File: config.mk
export PLATFORM = sky130hd
export DESIGN_NAME = noc_credit_link_flat
export DESIGN_NICKNAME = d
export VERILOG_FILES = /design/src/rtl/noc_credit_link_if.sv /design/src/rtl/noc_credit_link.sv /design/src/flat_wrapper.sv
export SDC_FILE = /design/constraint.sdc
export NUM_CORES = 1
export LEC_CHECK = 0
export ABC_AREA = 1
export CAP_MARGIN = 20
export CORE_ASPECT_RATIO = 1.25
export CORE_MARGIN = 4
export CORE_UTILIZATION = 40
export CTS_CLUSTER_DIAMETER = 100
export DETAILED_ROUTE_END_ITERATION = 6
export PLACE_DENSITY = 0.76
export SYNTH_ARGS = -nofsm -noshare
export SYNTH_HDL_FRONTEND = slang
export SYNTH_SLANG_ARGS = --single-unit
File: constraint.sdc
create_clock -name clk -period 1.6 [get_ports clk]
set_input_delay 0.24 -clock clk [delete_from_list [all_inputs] [get_ports clk]]
set_output_delay 0.24 -clock clk [all_outputs]
set_load 0.02 [all_outputs]
File: src/rtl/noc_credit_link_if.sv
// Flit link between two NoC routers: forward flit fields plus a reverse credit.
// The master drives the flit and receives credits; the slave does the opposite.
interface noc_credit_link_if #(
   parameter int FLIT_WIDTH = 128,
   parameter int DEST_WIDTH = 6
);
   logic [FLIT_WIDTH-1:0] data;
   logic [DEST_WIDTH-1:0] dest;
   logic                  is_tail;
   logic                  send;
   logic                  credit;

   modport master (output data, dest, is_tail, send, input  credit);
   modport slave  (input  data, dest, is_tail, send, output credit);
endinterface

File: src/rtl/noc_credit_link.sv
// Pipelined credit-based NoC link with a passive protocol monitor.
// The upstream port carries data_in/dest_in/is_tail_in/send_in and returns
// credit_out; the downstream port carries data_out/dest_out/is_tail_out/send_out
// and receives credit_in. The monitor tracks upstream credits, packet framing
// and traffic counts, and never touches the forwarded flits or credits.
module noc_credit_link #(
   parameter int FLIT_WIDTH        = 128,
   parameter int DEST_WIDTH        = 6,
   parameter int NUM_PIPELINE      = 2,
   parameter int FLIT_BUFFER_DEPTH = 8,
   parameter int CNT_WIDTH         = 16
) (
   input  logic                                   clk,
   input  logic                                   rst,
   noc_credit_link_if.slave                       up,
   noc_credit_link_if.master                      dn,
   input  logic                                   err_clear,
   output logic [$clog2(FLIT_BUFFER_DEPTH+1)-1:0] credit_avail,
   output logic                                   err_overflow,
   output logic                                   err_underflow,
   output logic                                   err_dest,
   output logic [CNT_WIDTH-1:0]                   flit_count,
   output logic [CNT_WIDTH-1:0]                   pkt_count
);

   localparam int              CAW     = $clog2(FLIT_BUFFER_DEPTH + 1);
   localparam logic [CAW-1:0]  DEPTH_C = CAW'(FLIT_BUFFER_DEPTH);

   typedef enum logic {S_IDLE, S_BODY} state_t;

   // Monitor taps: the input-side flit and the credit as the upstream sees it
   logic                  w_send_in;
   logic                  w_tail_in;
   logic [DEST_WIDTH-1:0] w_dest_in;
   logic                  w_credit_out;

   assign w_send_in    = up.send;
   assign w_tail_in    = up.is_tail;
   assign w_dest_in    = up.dest;
   assign w_credit_out = up.credit;

   // ------------------------------------------------------------------
   // Delay lines (forward and credit, equal depth, independent)
   // ------------------------------------------------------------------
   if (NUM_PIPELINE == 0) begin : g_bypass
      assign dn.data    = up.data;
      assign dn.dest    = up.dest;
      assign dn.is_tail = up.is_tail;
      assign dn.send    = up.send;
      assign up.credit  = dn.credit;
   end else begin : g_pipe
      logic [FLIT_WIDTH-1:0]   r_data [NUM_PIPELINE];
      logic [DEST_WIDTH-1:0]   r_dest [NUM_PIPELINE];
      logic [NUM_PIPELINE-1:0] r_tail;
      logic [NUM_PIPELINE-1:0] r_send;
      logic [NUM_PIPELINE-1:0] r_credit;

      // Payload shift register; contents are don't-care while send is low
      always_ff @(posedge clk) begin
         r_data[0] <= up.data;
         r_dest[0] <= up.dest;
         r_tail[0] <= up.is_tail;
         for (int unsigned i = 1; i < NUM_PIPELINE; i++) begin
            r_data[i] <= r_data[i-1];
            r_dest[i] <= r_dest[i-1];
            r_tail[i] <= r_tail[i-1];
         end
      end

      // Valid bits for flits and credits; reset drops everything in flight
      always_ff @(posedge clk) begin
         if (rst) begin
            r_send   <= '0;
            r_credit <= '0;
         end else begin
            r_send[0]   <= up.send;
            r_credit[0] <= dn.credit;
            for (int unsigned i = 1; i < NUM_PIPELINE; i++) begin
               r_send[i]   <= r_send[i-1];
               r_credit[i] <= r_credit[i-1];
            end
         end
      end

      assign dn.data    = r_data[NUM_PIPELINE-1];
      assign dn.dest    = r_dest[NUM_PIPELINE-1];
      assign dn.is_tail = r_tail[NUM_PIPELINE-1];
      assign dn.send    = r_send[NUM_PIPELINE-1];
      assign up.credit  = r_credit[NUM_PIPELINE-1];
   end

   // ------------------------------------------------------------------
   // Upstream credit tracking
   // ------------------------------------------------------------------
   logic [CAW-1:0] r_avail;
   logic [CAW-1:0] w_avail_nxt;
   logic           w_ovf;
   logic           w_udf;

   // Next credit count; a send and a returned credit in one cycle cancel out
   always_comb begin
      w_avail_nxt = r_avail;
      w_ovf       = 1'b0;
      w_udf       = 1'b0;
      case ({w_send_in, w_credit_out})
         2'b10: begin
            if (r_avail == '0) w_ovf = 1'b1;
            else               w_avail_nxt = r_avail - CAW'(1);
         end
         2'b01: begin
            if (r_avail == DEPTH_C) w_udf = 1'b1;
            else                    w_avail_nxt = r_avail + CAW'(1);
         end
         default: ;
      endcase
   end

   // Credit count register, saturating at both ends
   always_ff @(posedge clk) begin
      if (rst) r_avail <= DEPTH_C;
      else     r_avail <= w_avail_nxt;
   end

   // ------------------------------------------------------------------
   // Packet framing tracker
   // ------------------------------------------------------------------
   state_t                r_state;
   state_t                w_state_nxt;
   logic [DEST_WIDTH-1:0] r_pkt_dest;
   logic                  w_latch;
   logic                  w_dest_err;

   // Next state: heads latch their destination, body flits must match it
   always_comb begin
      w_state_nxt = r_state;
      w_latch     = 1'b0;
      w_dest_err  = 1'b0;
      case (r_state)
         S_IDLE: begin
            if (w_send_in && !w_tail_in) begin
               w_latch     = 1'b1;
               w_state_nxt = S_BODY;
            end
         end
         S_BODY: begin
            if (w_send_in) begin
               if (w_dest_in != r_pkt_dest) w_dest_err = 1'b1;
               if (w_tail_in)               w_state_nxt = S_IDLE;
            end
         end
         default: w_state_nxt = S_IDLE;
      endcase
   end

   // Tracker state and latched packet destination
   always_ff @(posedge clk) begin
      if (rst) begin
         r_state    <= S_IDLE;
         r_pkt_dest <= '0;
      end else begin
         r_state <= w_state_nxt;
         if (w_latch) r_pkt_dest <= w_dest_in;
      end
   end

   // ------------------------------------------------------------------
   // Statistics and sticky errors
   // ------------------------------------------------------------------
   logic [CNT_WIDTH-1:0] r_flit_cnt;
   logic [CNT_WIDTH-1:0] r_pkt_cnt;
   logic                 r_err_ovf;
   logic                 r_err_udf;
   logic                 r_err_dest;

   // Free-running flit/packet counters, wrapping naturally
   always_ff @(posedge clk) begin
      if (rst) begin
         r_flit_cnt <= '0;
         r_pkt_cnt  <= '0;
      end else begin
         if (w_send_in)              r_flit_cnt <= r_flit_cnt + CNT_WIDTH'(1);
         if (w_send_in && w_tail_in) r_pkt_cnt  <= r_pkt_cnt + CNT_WIDTH'(1);
      end
   end

   // Sticky flags; a new error wins over a simultaneous clear
   always_ff @(posedge clk) begin
      if (rst) begin
         r_err_ovf  <= 1'b0;
         r_err_udf  <= 1'b0;
         r_err_dest <= 1'b0;
      end else begin
         r_err_ovf  <= (r_err_ovf  & ~err_clear) | w_ovf;
         r_err_udf  <= (r_err_udf  & ~err_clear) | w_udf;
         r_err_dest <= (r_err_dest & ~err_clear) | w_dest_err;
      end
   end

   assign credit_avail  = r_avail;
   assign err_overflow  = r_err_ovf;
   assign err_underflow = r_err_udf;
   assign err_dest      = r_err_dest;
   assign flit_count    = r_flit_cnt;
   assign pkt_count     = r_pkt_cnt;

endmodule

File: src/flat_wrapper.sv
// flat-port wrapper written by rule: the top's interface ports become plain ports
module noc_credit_link_flat 
#(
   parameter int FLIT_WIDTH        = 128,
   parameter int DEST_WIDTH        = 6,
   parameter int NUM_PIPELINE      = 2,
   parameter int FLIT_BUFFER_DEPTH = 8,
   parameter int CNT_WIDTH         = 16
)
  (clk, rst, err_clear, credit_avail, err_overflow, err_underflow, err_dest, flit_count, pkt_count, up_data, up_dest, up_is_tail, up_send, up_credit, dn_data, dn_dest, dn_is_tail, dn_send, dn_credit);
  noc_credit_link_if #(.FLIT_WIDTH(FLIT_WIDTH), .DEST_WIDTH(DEST_WIDTH)) up_i ();
  noc_credit_link_if #(.FLIT_WIDTH(FLIT_WIDTH), .DEST_WIDTH(DEST_WIDTH)) dn_i ();
  input  logic clk;
  input  logic rst;
  input  logic err_clear;
  output logic [$clog2(FLIT_BUFFER_DEPTH+1)-1:0] credit_avail;
  output logic err_overflow;
  output logic err_underflow;
  output logic err_dest;
  output logic [CNT_WIDTH-1:0] flit_count;
  output logic [CNT_WIDTH-1:0] pkt_count;
  input wire logic [$bits(up_i.data)-1:0] up_data;
  input wire logic [$bits(up_i.dest)-1:0] up_dest;
  input wire logic [$bits(up_i.is_tail)-1:0] up_is_tail;
  input wire logic [$bits(up_i.send)-1:0] up_send;
  output wire logic [$bits(up_i.credit)-1:0] up_credit;
  output wire logic [$bits(dn_i.data)-1:0] dn_data;
  output wire logic [$bits(dn_i.dest)-1:0] dn_dest;
  output wire logic [$bits(dn_i.is_tail)-1:0] dn_is_tail;
  output wire logic [$bits(dn_i.send)-1:0] dn_send;
  input wire logic [$bits(dn_i.credit)-1:0] dn_credit;
  assign up_i.data = up_data;
  assign up_i.dest = up_dest;
  assign up_i.is_tail = up_is_tail;
  assign up_i.send = up_send;
  assign up_credit = up_i.credit;
  assign dn_data = dn_i.data;
  assign dn_dest = dn_i.dest;
  assign dn_is_tail = dn_i.is_tail;
  assign dn_send = dn_i.send;
  assign dn_i.credit = dn_credit;
  noc_credit_link #(.FLIT_WIDTH(FLIT_WIDTH), .DEST_WIDTH(DEST_WIDTH), .NUM_PIPELINE(NUM_PIPELINE), .FLIT_BUFFER_DEPTH(FLIT_BUFFER_DEPTH), .CNT_WIDTH(CNT_WIDTH)) u_core (.clk(clk), .rst(rst), .up(up_i), .dn(dn_i), .err_clear(err_clear), .credit_avail(credit_avail), .err_overflow(err_overflow), .err_underflow(err_underflow), .err_dest(err_dest), .flit_count(flit_count), .pkt_count(pkt_count));
endmodule
==> results of run 1 <==
[power by group through the flow]
stage / logic (mW) / clock network [mW] / registers, mW
2_1_floorplan: 0.681 / 0 / 8.69
3_3_place_gp: 1.30 / 0 / 8.67
3_5_place_dp: 1.32 / 0 / 8.70
4_1_cts: 1.18 / 6.61 / 8.51
5_1_grt: 1.27 / 6.91 / 8.55
6_report: 1.17 / 6.41 / 8.51
[worst paths after layout]
path	endpoint	cells after the start
max	pkt_count[2]	1
min	u_core.g_pipe.r_data[0][9]	1
min reg2reg	u_core.g_pipe.r_data[0][156]	0
max reg2reg	u_core.credit_avail[2]	7
[synth_stat cells, types with 2 or more instances]
library cell  instances  share of area (%)
nor2_1               59                2.5
nand4_1               4               0.28
clkbuf_1              4               0.17
dfxtp_1             320                 72
xor2_1                5               0.49
nor2_4                2               0.25
inv_1                58                2.5
nand3b_1              2               0.17
nand3_1              24                1.4
o21ai_0              21                1.2
buf_4               134                 11
o21ai_1               3               0.17
buf_6                 2               0.25
nor3_1                4               0.23
ha_1                  6               0.85
nand2_1              76                3.2
a21oi_1              28                1.6
[final cells by class]
class | count | area, µm²
clock buffer | 41 | 840.8
clock inverter | 10 | 60.06
fill | 1830 | 9454
inverter | 60 | 227.7
multi-input combinational | 242 | 1186
sequential | 320 | 6410
tap | 279 | 349.1
timing repair buffer | 337 | 3093
[registers in the layout (all words and copies together), names as in the netlist, named ones only]
signal and cells:
u_core.g_pipe.r_data 256, u_core.flit_count 16, u_core.pkt_count 16, u_core.g_pipe.r_dest 12
u_core.r_pkt_dest 6, u_core.credit_avail 4, u_core.g_pipe.r_credit 2, u_core.g_pipe.r_send 2
u_core.g_pipe.r_tail 2, u_core.err_dest 1, u_core.err_overflow 1, u_core.err_underflow 1
[worst register-to-register path, stage by stage (launching register included)]
cell	delay [ns]
dfxtp_2	0.34
ha_1	0.16
inv_1	0.06
buf_4	0.13
fa_1	0.37
xor2_1	0.15
o21ai_1	0.11
nor2_1	0.05
[per-stage QoR]
stage | worst slack (ns) | util (%) | instances | power, mW | setup TNS, ns
after floorplan | 0.05237 | - | 763 | 9.367 | 0
after global placement | -0.3809 | 53.06 | 1238 | 9.970 | -3.998
after detailed placement | -0.3934 | 53.06 | 1238 | 10.01 | -5.144
after CTS | 0.002747 | 56.25 | 1289 | 16.30 | 0
after global routing | -0.01293 | 56.27 | 1289 | 16.73 | -0.01293
final | 0.05291 | 56.27 | 1289 | 16.09 | 0
[metal layers]
metal / track usage, % / wire, µm / vias up
met5: 0 / 25 / -
met2: 27.42 / 9548 / 231
met1: 14.68 / 6633 / 2358
li1: - / - / 2679
met3: 5.228 / 1864 / 40
met4: 3.958 / 388 / 4
[cell families after synthesis]
kind of cell,Yosys count,share of synthesized area [%]
xor gates and xnor gates,6,0.5936
and+or+nand+nor,175,8.424
AOI/OAI and AO/OA,54,3.124
DFF,320,72.37
adders and majority gates,7,1.074
buffers and inverters,201,14.42
[what timing repair did]
action                     in CTS  in global routing
pin swaps                       0                  2
resized for setup             183                 19
hold endpoints to repair        0                  0
setup endpoints to repair     176                 15
==> results.ini, run 1 <==
[critical_path]
r2r_setup_slack_ns = 0.12
critPathMaxStageDelay_ns = 0.40
critical_path.top_delay_family = flip-flops
timing.critical_path.cells = dlygate4sd2_1
critical_path_peak_fanout = 5
crit_path_start = u_core.pkt_count[2]
crit_path_top_delay_cell = dfxtp_1
worstSetupEndpointType = output pin
cp.arrival_ns = 1.31
worst_setup_path_start_kind = register
critical_path_required_ns = 1.36
rr_startpoint = u_core.g_pipe.r_credit[1]
critPathBufInv = 1
setup.worst_path.class = register to output pin

[power_and_ir_drop]
cell_internal_pwr_mw = 12.63
vdd_ir_drop_max_uv = 1313
switching_power_mw = 3.466
clock_power_share_pct = 39.8
power-per-cell-area_nw_per_um2 = 1323
comb_power_share_pct = 7.3
power_switching_share_pct = 21.53
p_seq_share_pct = 52.9
p_leak_nw = 5.434

[hold_path]
min_path_type = primary input to register
hold_start = up_data[9]

[cells_and_area]
final_common_cell = dfxtp_1
finish.instance_area_um2 = 12170
final_cell_mix = dfxtp_1 (317), dlygate4sd2_1 (162), clkdlybuf4s50_1 (139)
area_growth_syn_to_layout_pct = 37.44
post_route_cells_drive_above_1_share_pct = 8.713
fin_nets = 1137
antenna_cells = 0

[cts]
worstSkewPairLatency_ns = 0.53
cts.repair_timing.setup_buffer_count = 0
cts_inserted_buffers = 29
tritoncts = built
clock-sinks = 320
hold_buffers = 0
ctsRootBufferMaster = clkbuf_16
cts-htree-levels = 1
clockBufferDepth = 3
clk_transition_reported_paths_ns = 0.06

[logic_synthesis]
yosysWarningCount = 0
synth.avg_cell_area_um2 = 11.60
synth.yosys.seq_area_share_pct = 72.37
syn_area_um2 = 8852
synth_flop_cell = dfxtp_1
synth_edf_count = 0
synth.lib_cells_used.distinct = 28
synth.net_count = 910
async_s_r_ff_share_synth_pct = 0
ys_ff_latch = 320
netlist_instances = 763

[routing]
dr_total_vias = 5312
drt_pass1_iterations = 4
wl_per_cell_um = 14.32
drt_drc_violations_left = 0
routed_via_density = 4.121
route.antenna.remaining_nets = 0
postRouteWirelength_mm = 18.46
drtIter0Drc = 125

[floorplanning]
design.core.area_um2 = 21620
die_h_um = 174.3
std_cell_rows = 60
starting_density_pct = 40.94
die-width_um = 141.1
fp.dieArea_um2 = 24590
top_level_ports = 316

[timing]
timing.fmax_mhz = 646.4
fin_crit_ns = 1.547
post-route-period-util_pct = 96.69
setup_violations = 0
worstMarginPinSlew_ns = 0.3197
final-hold-violation-count = 0
hold_slack_final_ns = 0.1488
final_max_slew_viol_count = 0
rsz0062_at_grt = yes
max-slew-margin-rel_pct = 78.77
final.setup_skew_ns = 0.01681

[place]
detailed_place_hpwl_mm = 13.85
port-buffer-count = 315
gp_congestion = 0.8398
placement.cell_area_um2 = 11470

[global_route]
globalRouteTotalUtil_pct = 14.45
antenna_found_initial = 2
first_global_vias = 5567
global_route_wire_length_before_repair_mm = 28.48
pin_count_of_the_biggest_net_entering_global_routing = 19
grt-ovfl-total = 0

[job]
maxCapViolCount = 0

[run_status]
run_status = finished, final reports clean

Power figures use the tool's default switching activity.
==> run 2: changes to the inputs <==
--- a/config.mk
+++ b/config.mk
@@ -16,3 +16,4 @@
 export SYNTH_ARGS = -nofsm -noshare
 export SYNTH_HDL_FRONTEND = slang
 export SYNTH_SLANG_ARGS = --single-unit
+export TNS_END_PERCENT = 30
==> results of run 2 <==
The final DEF is identical to that of run 1; final timing and power are the same.
==> run 3: changes to the inputs <==
--- a/config.mk
+++ b/config.mk
@@ -5,14 +5,14 @@
 export SDC_FILE = /design/constraint.sdc
 export NUM_CORES = 1
 export LEC_CHECK = 0
-export ABC_AREA = 1
 export CAP_MARGIN = 20
 export CORE_ASPECT_RATIO = 1.25
 export CORE_MARGIN = 4
-export CORE_UTILIZATION = 40
+export CORE_UTILIZATION = 41
+export CTS_BUF_LIST = sky130_fd_sc_hd__clkbuf_2 sky130_fd_sc_hd__clkbuf_4 sky130_fd_sc_hd__clkbuf_8
 export CTS_CLUSTER_DIAMETER = 100
 export DETAILED_ROUTE_END_ITERATION = 6
-export PLACE_DENSITY = 0.76
+export PLACE_DENSITY = 0.79
 export SYNTH_ARGS = -nofsm -noshare
 export SYNTH_HDL_FRONTEND = slang
 export SYNTH_SLANG_ARGS = --single-unit
==> results.ini, run 3 <==
[run_status]
run_status = finished, final reports clean  ; unchanged

[logic_synthesis]
ys_ff_latch = 320  ; unchanged
syn_area_um2 = 8651  ; was 8852 µm²
synth.most_common_cell = dfxtp_1  ; unchanged
async_s_r_ff_share_synth_pct = 0  ; unchanged
synth_flop_cell = dfxtp_1  ; unchanged
proportion_of_netlist_area_held_by_the_largest_area_contributor_pct = 74.05  ; was 72.37%
yosysWarningCount = 0  ; unchanged
synth.avg_cell_area_um2 = 13.21  ; was 11.60 µm²
synth.net_count = 802  ; was 910
netlist_instances = 655  ; was 763
post_synth_most_frequent_cells = dfxtp_1 (320), buf_4 (134), nor2_1 (34), a21oi_1 (17), xnor2_1 (16)  ; was dfxtp_1 (320), buf_4 (134), nand2_1 (76), nor2_1 (59), inv_1 (58)
synth.lib_cells_used.distinct = 36  ; was 28
synthDominantAreaCellType = dfxtp_1  ; unchanged
synth_top_cells_by_area = dfxtp_1 (74%), buf_4 (12%), xnor2_1 (1.6%), nor2_1 (1.5%), xor2_1 (1.2%)  ; was dfxtp_1 (72%), buf_4 (11%), nand2_1 (3.2%), nor2_1 (2.5%), inv_1 (2.5%)
synth.yosys.seq_area_share_pct = 74.05  ; was 72.37%
synth_edf_count = 0  ; unchanged

[place]
dp_worst_setup_slack_ns = -0.4963  ; was -0.3934 ns
detailed_place_hpwl_mm = 13.66  ; was 13.85 mm
port-buffer-count = 315  ; unchanged
placement.cell_area_um2 = 11430  ; was 11470 µm²
gp_congestion = 0.7814  ; was 0.8398
placed_cells_incl_taps = 1137  ; was 1238

[hold_path]
hold_start = rst  ; was up_data[9]
min_path_type = primary input to register  ; unchanged
holdPathStages = 2  ; was 1
timing.hold.worst_endpoint = u_core.flit_count[3]  ; was u_core.g_pipe.r_data[0][9]

[cells_and_area]
ff_latch_area_um2 = 6444  ; was 6410 µm²
top_register = u_core.g_pipe.r_data  ; unchanged
fin_nets = 1060  ; was 1137
area_growth_syn_to_layout_pct = 42.48  ; was 37.44%
post_route_cells_drive_above_1_share_pct = 19.18  ; was 8.713%
antenna_cells = 0  ; unchanged
final_common_cell = dfxtp_1  ; unchanged
multiInputGateArea_um2 = 1284  ; was 1186 µm²
finish.instance_area_um2 = 12330  ; was 12170 µm²
finish.cell_count_without_fillers = 1223  ; was 1289
largest_reg_flops = 256  ; unchanged
final_cell_mix = dfxtp_1 (302), dlygate4sd2_1 (151), clkdlybuf4s50_1 (138)  ; was dfxtp_1 (317), dlygate4sd2_1 (162), clkdlybuf4s50_1 (139)
fill_cells = 1677  ; was 1830

[power_and_ir_drop]
power.total_mw = 16.61  ; was 16.09 mW
vdd_ir_drop_max_uv = 862.4  ; was 1313 µV
power-per-cell-area_nw_per_um2 = 1348  ; was 1323 nW/µm²
p_leak_nw = 5.288  ; was 5.434 nW

[cts]
clock-sinks = 320  ; unchanged
cts-htree-levels = 2  ; was 1
ctsRootBufferMaster = clkbuf_8  ; was clkbuf_16
tritoncts = built  ; unchanged
cts_inserted_buffers = 47  ; was 29
clk_transition_reported_paths_ns = 0.06  ; about the same
clockBufferDepth = 3  ; unchanged
worstSkewPairLatency_ns = 0.53  ; about the same
hold_buffers = 0  ; unchanged

[routing]
drt_drc_violations_left = 0  ; unchanged
wl_per_cell_um = 14.88  ; was 14.32 µm
dr_total_vias = 5159  ; was 5312
route.antenna.remaining_nets = 0  ; unchanged
routed_via_density = 4.218  ; was 4.121
drt_pass1_iterations = 4  ; unchanged
drtIter0Drc = 113  ; was 125
postRouteWirelength_mm = 18.19  ; was 18.46 mm

[global_route]
antenna_found_initial = 0  ; was 2
first_global_vias = 5276  ; was 5567
global_route_wire_length_before_repair_mm = 26.77  ; was 28.48 mm
grt-ovfl-total = 0  ; unchanged
globalRouteTotalUtil_pct = 14.63  ; was 14.45%
pin_count_of_the_biggest_net_entering_global_routing = 20  ; was 19

[critical_path]
r2r_setup_slack_ns = 0.04  ; was 0.12 ns
setup.worst_path.class = register to register  ; was register to output pin
critical_path_required_ns = 2.06  ; was 1.36 ns
rr_endpoint = u_core.pkt_count[14]  ; was u_core.credit_avail[2]
cp.arrival_ns = 2.02  ; was 1.31 ns
worstSetupEndpointType = register  ; was output pin
critical_path_peak_fanout = 4  ; was 5
worst_setup_path_start_kind = register  ; unchanged
rr_startpoint = u_core.pkt_count[1]  ; was u_core.g_pipe.r_credit[1]
worst_r2r_path_depth = 5  ; was 7

[floorplanning]
die-width_um = 137.9  ; was 141.1 µm
die_h_um = 170.4  ; was 174.3 µm
fp.dieArea_um2 = 23500  ; was 24590 µm²
top_level_ports = 316  ; unchanged
starting_density_pct = 41.56  ; was 40.94%
design.core.area_um2 = 20820  ; was 21620 µm²
std_cell_rows = 59  ; was 60

[job]
maxCapViolCount = 0  ; unchanged

[timing]
final-hold-violation-count = 0  ; unchanged
post-route-period-util_pct = 97.46  ; was 96.69%
finalWorstSetupSlack_ns = 0.04058  ; was 0.05291 ns
max-slew-margin-rel_pct = 70.68  ; was 78.77%
fin_crit_ns = 1.559  ; was 1.547 ns
final_max_slew_viol_count = 0  ; unchanged
rsz0062_at_grt = yes  ; unchanged
final.setup_skew_ns = 0.01150  ; was 0.01681 ns
worstMarginPinSlew_ns = 0.4359  ; was 0.3197 ns
timing.fmax_mhz = 641.3  ; was 646.4 MHz
setup_violations = 0  ; unchanged

## run 3: cell count changes in the layout (fill, tap and decap cells not counted), sizes merged, moves of 15 or more
| cell | delta |
|---|---|
| nand2 | -63 |
| inv | -51 |
| clkbuf | +42 |
| nor2 | -27 |
| o21ai | -19 |
| buf | +17 |
| xnor2 | +15 |
## run 3: kinds of logic after synthesis
kind of cell	Yosys count	share of synthesized area [%]
mux	8	0.9401
buf+inv	149	12.29
compound gates	33	2.242
xor+xnor	28	2.835
fa+ha+maj	7	1.099
simple gates	110	6.538
flops	320	74.05
## run 3: power breakdown
part / internal [mW] / switching [mW]
clock: 3.99 / 2.85
combinational: 0.682 / 0.578
sequential: 8.38 / 0.135
total: 13.1 / 3.56
## run 3: critical path, stage by stage (launching register included)
cell and delay, ns:
dfxtp_4 0.36, ha_2 0.18, and3_4 0.20, nand2_1 0.09
or4_1 0.53, a21oi_2 0.14
## run 3: timing repair
action,4_1_cts,5_1_grt
pin swaps,0,7
buffers inserted,0,1
endpoints found under the setup margin,179,27
resized for setup,204,39
## run 3: per-layer routing
| metal | track usage (%) | wire [µm] |
|---|---|---|
| met2 | 27.29 | 9642 |
| met5 | 0 | 0 |
| met3 | 6.653 | 2121 |
| met4 | 5.501 | 395 |
| met1 | 13.78 | 6034 |
## run 3: stage by stage
| stage | hold slack, ns | utilization (%) | TNS (ns) |
|---|---|---|---|
| after floorplan | 0.2677 | - | -0.01910 |
| after global placement | 0.3095 | 54.92 | -5.732 |
| after detailed placement | 0.3121 | 54.92 | -6.816 |
| after CTS | 0.02712 | 59.08 | 0 |
| after global routing | 0.02457 | 59.21 | -0.09416 |
| final | 0.07074 | 59.21 | 0 |
## run 3: area by class of cell
| cell class | instances | share of cell area, % |
|---|---|---|
| clock buffer | 77 | 7.837 |
| timing repair buffer | 352 | 25.85 |
| tap | 274 | 2.781 |
| sequential | 320 | 52.28 |
| inverter | 6 | 0.2030 |
| multi-input combinational | 186 | 10.42 |
| clock inverter | 8 | 0.6395 |
## run 3: how the worst max path moves through the flow
| stage | from | endpoint | slack, ns | cells past startpoint |
|---|---|---|---|---|
| 5_1_grt | u_core.pkt_count[1] | u_core.pkt_count[14] | -0.04 | 5 |
| 3_3_place_gp | up_send | u_core.pkt_count[15] | -0.45 | 6 |
| 6_report | u_core.pkt_count[1] | u_core.pkt_count[14] | 0.04 | 5 |
| 3_5_place_dp | up_send | u_core.pkt_count[15] | -0.50 | 6 |
| 4_1_cts | u_core.flit_count[8] | flit_count[8] | 0.002 | 2 |
| 2_1_floorplan | u_core.flit_count[1] | u_core.flit_count[14] | -0.01 | 5 |
